### src/rtl/intr_ctrl85_pkg.sv
// Shared constants for the 8085 interrupt controller:
// source codes, restart vectors and SIM/RIM bit positions.
package intr_ctrl85_pkg;

    typedef enum logic [2:0] {
        SRC_NONE = 3'd0,
        SRC_TRAP = 3'd1,
        SRC_R75  = 3'd2,
        SRC_R65  = 3'd3,
        SRC_R55  = 3'd4,
        SRC_INTR = 3'd5
    } int_src_e;

    localparam logic [15:0] VEC_TRAP = 16'h0024;
    localparam logic [15:0] VEC_R75  = 16'h003C;
    localparam logic [15:0] VEC_R65  = 16'h0034;
    localparam logic [15:0] VEC_R55  = 16'h002C;

    localparam int SIM_SOD  = 7;
    localparam int SIM_SDE  = 6;
    localparam int SIM_R75  = 4;
    localparam int SIM_MSE  = 3;

endpackage

### src/rtl/intr_ctrl85_sync_edge.sv
// Multi-flop synchroniser for one asynchronous pin,
// with a single-cycle rising-edge pulse on the synced level.
module intr_ctrl85_sync_edge #(
    parameter int STAGES = 2
) (
    input  logic clk,
    input  logic rst_n,
    input  logic din,
    output logic level,
    output logic rise
);

    logic [STAGES-1:0] q;
    logic              prev;

    always_ff @(posedge clk or negedge rst_n) begin
        if (!rst_n) begin
            q    <= '0;
            prev <= 1'b0;
        end else begin
            q    <= {q[STAGES-2:0], din};
            prev <= q[STAGES-1];
        end
    end

    assign level = q[STAGES-1];
    assign rise  = q[STAGES-1] & ~prev;

endmodule

### src/rtl/intr_ctrl85.sv
// 8085 interrupt controller: synchronisers, masks, RST7.5/TRAP
// latches, IE handling, priority encoder, SIM/RIM and SOD.
module intr_ctrl85
    import intr_ctrl85_pkg::*;
#(
    parameter int SYNC_STAGES = 2,
    parameter int VECSIZE     = 16
) (
    input  logic               CLK,
    input  logic               RST_,
    input  logic               TRAP,
    input  logic               RST75,
    input  logic               RST65,
    input  logic               RST55,
    input  logic               INTR,
    input  logic               SID,
    input  logic               ei,
    input  logic               di,
    input  logic               inst_end,
    input  logic               sim_wr,
    input  logic [7:0]         sim_d,
    input  logic               int_ack,
    output logic               int_req,
    output logic [2:0]         int_src,
    output logic               int_ext,
    output logic [VECSIZE-1:0] int_vec,
    output logic [7:0]         rim_q,
    output logic               SOD
);

    logic trap_s, trap_rise;
    logic r75_s, r75_rise;
    logic r65_s, r65_rise;
    logic r55_s, r55_rise;
    logic intr_s, intr_rise;

    intr_ctrl85_sync_edge #(.STAGES(SYNC_STAGES)) u_trap (
        .clk(CLK), .rst_n(RST_), .din(TRAP),
        .level(trap_s), .rise(trap_rise)
    );
    intr_ctrl85_sync_edge #(.STAGES(SYNC_STAGES)) u_r75 (
        .clk(CLK), .rst_n(RST_), .din(RST75),
        .level(r75_s), .rise(r75_rise)
    );
    intr_ctrl85_sync_edge #(.STAGES(SYNC_STAGES)) u_r65 (
        .clk(CLK), .rst_n(RST_), .din(RST65),
        .level(r65_s), .rise(r65_rise)
    );
    intr_ctrl85_sync_edge #(.STAGES(SYNC_STAGES)) u_r55 (
        .clk(CLK), .rst_n(RST_), .din(RST55),
        .level(r55_s), .rise(r55_rise)
    );
    intr_ctrl85_sync_edge #(.STAGES(SYNC_STAGES)) u_intr (
        .clk(CLK), .rst_n(RST_), .din(INTR),
        .level(intr_s), .rise(intr_rise)
    );

    logic [SYNC_STAGES-1:0] sid_q;

    always_ff @(posedge CLK or negedge RST_) begin
        if (!RST_) sid_q <= '0;
        else       sid_q <= {sid_q[SYNC_STAGES-2:0], SID};
    end

    logic       ie, ei_pend, ie_save, show_save;
    logic       r75_latch, trap_pend, sod_q;
    logic [2:0] mask;

    int_src_e src;

    always_comb begin
        src = SRC_NONE;
        if (trap_pend)                      src = SRC_TRAP;
        else if (r75_latch & ~mask[2] & ie) src = SRC_R75;
        else if (r65_s & ~mask[1] & ie)     src = SRC_R65;
        else if (r55_s & ~mask[0] & ie)     src = SRC_R55;
        else if (intr_s & ie)               src = SRC_INTR;
    end

    logic ack_ok, ack_trap, ack_r75;
    logic sim_mask, sim_clr75, sim_sod;

    assign ack_ok    = int_ack & (src != SRC_NONE);
    assign ack_trap  = ack_ok & (src == SRC_TRAP);
    assign ack_r75   = ack_ok & (src == SRC_R75);
    assign sim_mask  = sim_wr & sim_d[SIM_MSE];
    assign sim_clr75 = sim_wr & sim_d[SIM_R75];
    assign sim_sod   = sim_wr & sim_d[SIM_SDE];

    always_ff @(posedge CLK or negedge RST_) begin
        if (!RST_) begin
            ie        <= 1'b0;
            ei_pend   <= 1'b0;
            ie_save   <= 1'b0;
            show_save <= 1'b0;
            r75_latch <= 1'b0;
            trap_pend <= 1'b0;
            sod_q     <= 1'b0;
            mask      <= 3'b111;
        end else begin
            if (sim_mask) mask  <= sim_d[2:0];
            if (sim_sod)  sod_q <= sim_d[SIM_SOD];

            // A new edge must not be lost to a clear in the same cycle
            r75_latch <= r75_rise |
                         (r75_latch & ~sim_clr75 & ~ack_r75);
            trap_pend <= trap_rise |
                         (trap_pend & trap_s & ~ack_trap);

            if (di || ack_ok) begin
                ie      <= 1'b0;
                ei_pend <= 1'b0;
            end else begin
                if (ei_pend && inst_end) begin
                    ie      <= 1'b1;
                    ei_pend <= 1'b0;
                end
                if (ei) ei_pend <= 1'b1;
            end

            if (ack_trap) begin
                ie_save   <= ie;
                show_save <= 1'b1;
            end else if (ei || di || ack_ok) begin
                show_save <= 1'b0;
            end
        end
    end

    always_comb begin
        int_vec = '0;
        unique case (src)
            SRC_TRAP: int_vec = VECSIZE'(VEC_TRAP);
            SRC_R75:  int_vec = VECSIZE'(VEC_R75);
            SRC_R65:  int_vec = VECSIZE'(VEC_R65);
            SRC_R55:  int_vec = VECSIZE'(VEC_R55);
            default:  int_vec = '0;
        endcase
    end

    assign int_req = (src != SRC_NONE);
    assign int_src = src;
    assign int_ext = (src == SRC_INTR);
    assign SOD     = sod_q;
    assign rim_q   = {sid_q[SYNC_STAGES-1], r75_latch, r65_s, r55_s,
                      show_save ? ie_save : ie, mask};

endmodule
### config.mk
export PLATFORM = sky130hd
export DESIGN_NAME = intr_ctrl85
export DESIGN_NICKNAME = d
export VERILOG_FILES = /design/src/rtl/intr_ctrl85_pkg.sv /design/src/rtl/intr_ctrl85_sync_edge.sv /design/src/rtl/intr_ctrl85.sv
export SDC_FILE = /design/constraint.sdc
export NUM_CORES = 1
export LEC_CHECK = 0
export ABC_AREA = 1
export CELL_PAD_IN_SITES_DETAIL_PLACEMENT = 2
export CELL_PAD_IN_SITES_GLOBAL_PLACEMENT = 2
export CORE_MARGIN = 4
export CORE_UTILIZATION = 20
export DETAILED_ROUTE_END_ITERATION = 12
export HOLD_SLACK_MARGIN = 0.1
export PLACE_DENSITY = 0.84
export SKIP_LAST_GASP = 1
export SYNTH_ARGS = -nofsm -noshare
export SYNTH_HDL_FRONTEND = slang
export SYNTH_SLANG_ARGS = --single-unit
### constraint.sdc
create_clock -name CLK -period 1.39 [get_ports CLK]
set_input_delay 0.278 -clock CLK [delete_from_list [all_inputs] [get_ports CLK]]
set_output_delay 0.278 -clock CLK [all_outputs]
set_load 0.05 [all_outputs]
[Word-level counts from Yosys, hierarchy flattened]
Cells that the tools add are included.
Widths: inputs -> output; s select.
Storage, ports and cells
  output and inout port bits: 30
  word-level logic and storage cells: 72
  register bits: 24
Operators by class
  bitwise gates (word level): 29
  reductions and logical operators: 8
  eq/ne operators: 5
  mux-type cells: 14
Operators by type and width (count)
  $pmux 6 s4: 1
  $and 1x1->1: 19
  $mux 3: 5
  $mux 1: 8
  $not 1->1: 8
  $eq 3x2->1 const B: 2
  $eq 3x3->1 const B: 2
  $reduce_bool 3->1: 2
  $reduce_bool 2->1: 2
  $eq 3x1->1 const B: 1
  $logic_or 1x1->1: 3
  $or 1x1->1: 2
  $logic_and 1x1->1: 1

[Logic depth before layout (Yosys ltp)]
  word-level depth: 13
  mapped depth: 10

[Modules after synthesis]
From an unflattened synthesis, not the netlist that was laid out.
Unflattened totals
  cells, all modules: 118
  area, all modules: 1178.6 sq um
Modules (own cells, without submodules)
  intr_ctrl85: times used 1, cells each 93, sequential area each 304.0 sq um, area each 753.2 sq um
  intr_ctrl85_sync_edge: times used 5, cells each 5, sequential area each 75.1 sq um, area each 85.1 sq um

[Worst setup path before layout]
Ideal clock, no wire load.
  path kind: flip-flop to output port
  start point: register mask[2]
  end point: output port int_vec[5]
  arrival: 2.276 ns
  path slack: -1.164 ns
  required time: 1.112 ns
  path buffers: 1
  stages on the path, launching flop included: 10
  path through: dfstp_2 clkinv_1 nand3_2 nand2_2 nor2_2 nand2_2 inv_1 nand2_1 nand2_1 buf_4
Between the ends
  word-level cells in the longest chain between the ends: 7
Ends and longest elaborated chain
  start: declaration: line intr_ctrl85.sv:67  | logic [2:0] mask;
  start signal: assignment: line intr_ctrl85.sv:101  | if (sim_mask) mask <= sim_d[2:0];
  $not 1->1 (*): line intr_ctrl85.sv:74  | else if (r75_latch & ~mask[2] & ie) src = SRC_R75;
  $and 1x1->1 (*) (2 in series): line intr_ctrl85.sv:74
  $mux 3 (*): line intr_ctrl85.sv:74
  $mux 3 (*): line intr_ctrl85.sv:73  | if (trap_pend) src = SRC_TRAP;
  named net int_src[2]: line intr_ctrl85.sv:24  | output logic [2:0] int_src,
  $eq 3x3->1, or another cell as far along: line intr_ctrl85.sv:132  | unique case (src)
  $pmux 6 s4 (*): line intr_ctrl85.sv:132
  end: declaration: line intr_ctrl85.sv:26  | output logic [VECSIZE-1:0] int_vec,
Mark *: on every way through the listed nets, which the timed path passes. The rest lies on a longest branch.

[Worst setup path in the final report]
  start point: register mask[2]
  end point: output port int_vec[5]
Between the ends
  word-level cells in the longest chain between the ends: 7
Ends and longest elaborated chain (line)
  $not 1->1 (*): intr_ctrl85.sv:74
  $and 1x1->1 (*) (2 in series): intr_ctrl85.sv:74
  $mux 3 (*): intr_ctrl85.sv:74
  $mux 3 (*): intr_ctrl85.sv:73
  $eq 3x3->1, or another cell as far along: intr_ctrl85.sv:132
  $pmux 6 s4 (*): intr_ctrl85.sv:132
Every way passes the cells marked *; elsewhere a longest branch is shown, timed or not.

==> results.py <==
metrics = {
    "timing": {
        "fmax_ghz": 0.529,
        "setup_viol": 16,
        "clock_skew_ns": 0.00658,
        "hold_viol": 0,
        "fin_ws_ns": -0.501,
        "finalCritPeriodShare_pct": 136,
        "slew_viol_final": 0,
        "fin_crit_ns": 1.89,
        "rsz0062_at_grt": "true",
    },
    "synthesis": {
        "synth_common_cells": "dfrtp_1 (21), nand2_1 (20), buf_4 (17)",
        "synth_cell_types": 19,
        "ys_ff_latch": 24,
        "yosysSeqAreaShare_pct": 56.1,
        "yosysTopAreaCell": "dfrtp_1",
        "ys_warn_count": 0,
        "synth_most_common_cell": "dfrtp_1",
        "syn_inst": 113,
        "synth_edf_count": 0,
        "synth_flop_cell": "dfrtp_1",
        "synth_top_area_share_pct": 48.8,
        "synth_area_leaders": "dfrtp_1 (49%), buf_4 (12%), dfstp_2 (7.3%), nand2_1 (7.0%), inv_1 (5.2%)",
        "ys_async_sr_fraction_pct": 100,
        "avgSynthCellArea_um2": 9.53,
        "synth_area_um2": 1080,
    },
    "global_route": {
        "track_usage_pct": 10.0,
        "grt_pass1_vias": 1038,
        "grt_pass1_wl_mm": 4.93,
        "grt_max_degree": 25,
        "grt-ovfl-total": 0,
        "antenna_found_initial": 0,
    },
    "worst_setup_path": {
        "startpoint_type": "flop",
        "required_ns": 1.11,
        "crit_top_cell": "nand2_4",
        "rrSetupSlack_ns": -0.20,
        "cp-end-kind": "primary output",
        "r2r-start": "mask[2]",
        "crit_slowest_cell": "dfstp_2",
        "max_stage_delay_ns": 0.57,
        "criticalPathCategory": "reg2out",
        "path_max_fanout": 3,
        "r2r-end": "ie_save",
        "cp.arrival_ns": 1.61,
        "r2r_cells": 11,
        "crit_chain": "clkinv_4, nand3_4, nand2_4, nor2_4, nand2_4, clkinvlp_4, nand2_4, nand2_4, buf_12",
    },
    "finish": {
        "final_area_um2": 2030,
        "diodes": 0,
        "drive_above_1_share_pct": 46.7,
        "area_growth_syn_to_layout_pct": 88.3,
        "fillerInstances": 535,
        "nets": 191,
    },
    "placed_design": {
        "pre_cts_slack_ns": -0.245,
        "portBuffers": 37,
        "place_area_um2": 1800,
        "gp_congestion": 0.736,
        "dp_hpwl_mm": 2.39,
    },
    "floorplanning": {
        "die_h_um": 81.4,
        "initial_core_util_pct": 20.8,
        "die_area_um2": 6620,
        "coreArea_um2": 5170,
        "dieWidth_um": 81.4,
        "io_pins": 51,
        "rows": 26,
    },
    "run_status": {
        "status": "finished with violations",
        "violations": "negative setup slack",
    },
    "detailed_routing": {
        "first_pass_iters": 2,
        "wl_per_cell_um": 12.9,
        "num_vias": 894,
        "wirelength_mm": 3.09,
        "drt_iter0_drc": 22,
        "drtAntennaViolNets": 0,
        "via_per_inst": 3.74,
        "drc": 0,
    },
    "clock_tree": {
        "cts.sinks": 24,
        "cts_buffers": 3,
        "insertion_delay_ns": 0.27,
        "htreeDepth": 1,
        "cts.path.max_buffers": 2,
        "cts_root_buf": "clkbuf_8",
        "cts_tree": "built",
        "clk_pin_slew_worst_paths_ns": 0.09,
    },
    "pwr": {
        "powerDensity_nw_per_um2": 1070,
        "leakage_uw": 0.000951,
        "ir_drop_v": 0.000429,
    },
    "flow_run": {
        "maxCapViolCount": 0,
    },
    "worst_hold_path": {
        "min_path_type": "in2async",
    },
}
## cells by family after synthesis
| group | Yosys count | share of synthesized area [%] |
|---|---|---|
| DFF | 24 | 56.1 |
| other | 1 | 0.348 |
| and+or+nand+nor | 46 | 21.3 |
| buffers and inverters | 34 | 18.5 |
| AOI/OAI and AO/OA | 8 | 3.83 |
## metal layers
| layer | vias to the layer above | wire length (µm) | GRT usage (%) |
|---|---|---|---|
| met5 | - | 0 | 0 |
| met3 | 4 | 165 | 2.88 |
| met2 | 35 | 1870 | 20.0 |
| met4 | 0 | 24 | 3.04 |
| met1 | 430 | 1030 | 9.74 |
| li1 | 425 | - | - |
## what timing repair did
item | 4_1_cts | 5_1_grt
endpoints found under the setup margin | 16 | 17
hold endpoints to repair | 0 | 0
buffers inserted | 3 | 4
hold buffers | 0 | 0
pin swaps | 8 | 7
resized for setup | 18 | 14
## sequential cells by signal (all words and copies together) (netlist names)
register     cells
SOD              1
ei_pend          1
ie               1
ie_save          1
mask             3
r75_latch        1
show_save        1
sid_q            2
trap_pend        1
u_intr.q         2
u_r55.q          2
u_r65.q          2
u_r75.prev       1
u_r75.q          2
u_trap.prev      1
u_trap.q         2
## area by class of cell
class | instances | area, µm² | share of cell area [%]
clock buffer | 3 | 41.3 | 2.04
clock inverter | 1 | 30.0 | 1.48
inverter | 16 | 75.1 | 3.70
multi-input combinational | 66 | 438 | 21.6
sequential | 24 | 606 | 29.9
tap | 70 | 87.6 | 4.32
timing repair buffer | 59 | 751 | 37.0
## cells in the final DEF (no fill, tap or decap), types with 4 or more instances in the layout
cell | Yosys | layout
clkdlybuf4s50_1 | 0 | 19
buf_6 | 1 | 4
nand2_1 | 20 | 12
buf_12 | 0 | 19
nand2_4 | 1 | 8
a21oi_1 | 6 | 6
nor2_2 | 3 | 4
inv_1 | 15 | 10
dfrtp_1 | 21 | 20
nor2_1 | 8 | 6
nand2_2 | 5 | 4
conb_1 | 1 | 12
buf_4 | 17 | 16
## critical path: cells and delay by family (launching register included)
| family | cells | cell delay, ns |
|---|---|---|
| buffers and inverters | 3 | 0.29 |
| and+or+nand+nor | 6 | 0.48 |
| DFF | 1 | 0.57 |
## worst max path at each step
stage	start	to	cells past startpoint
global placement	mask[2]	int_vec[2]	9
CTS	mask[2]	int_vec[5]	9
finish	mask[2]	int_vec[5]	9
floorplan	mask[2]	int_vec[5]	9
global route	mask[2]	int_vec[5]	9
detailed placement	mask[2]	int_vec[3]	9
## stage by stage
stage / hold slack (ns) / instances / power, µW / util (%) / setup TNS [ns]
after floorplan: -0.0176 / 124 / 1180 / - / -4.56
after global routing: 0.337 / 239 / 2280 / 39.2 / -6.32
after global placement: 0.334 / 231 / 1470 / 34.9 / -1.38
after CTS: 0.350 / 238 / 2170 / 38.1 / -5.36
final: 0.351 / 239 / 2170 / 39.2 / -4.90
after detailed placement: 0.338 / 231 / 1500 / 34.9 / -1.96
## power by group
part           internal [µW]  switching (µW)
sequential               757            42.7
clock                    385             226
combinational            340             418
total                   1480             687
No activity file was read; power rests on OpenSTA's default activity.
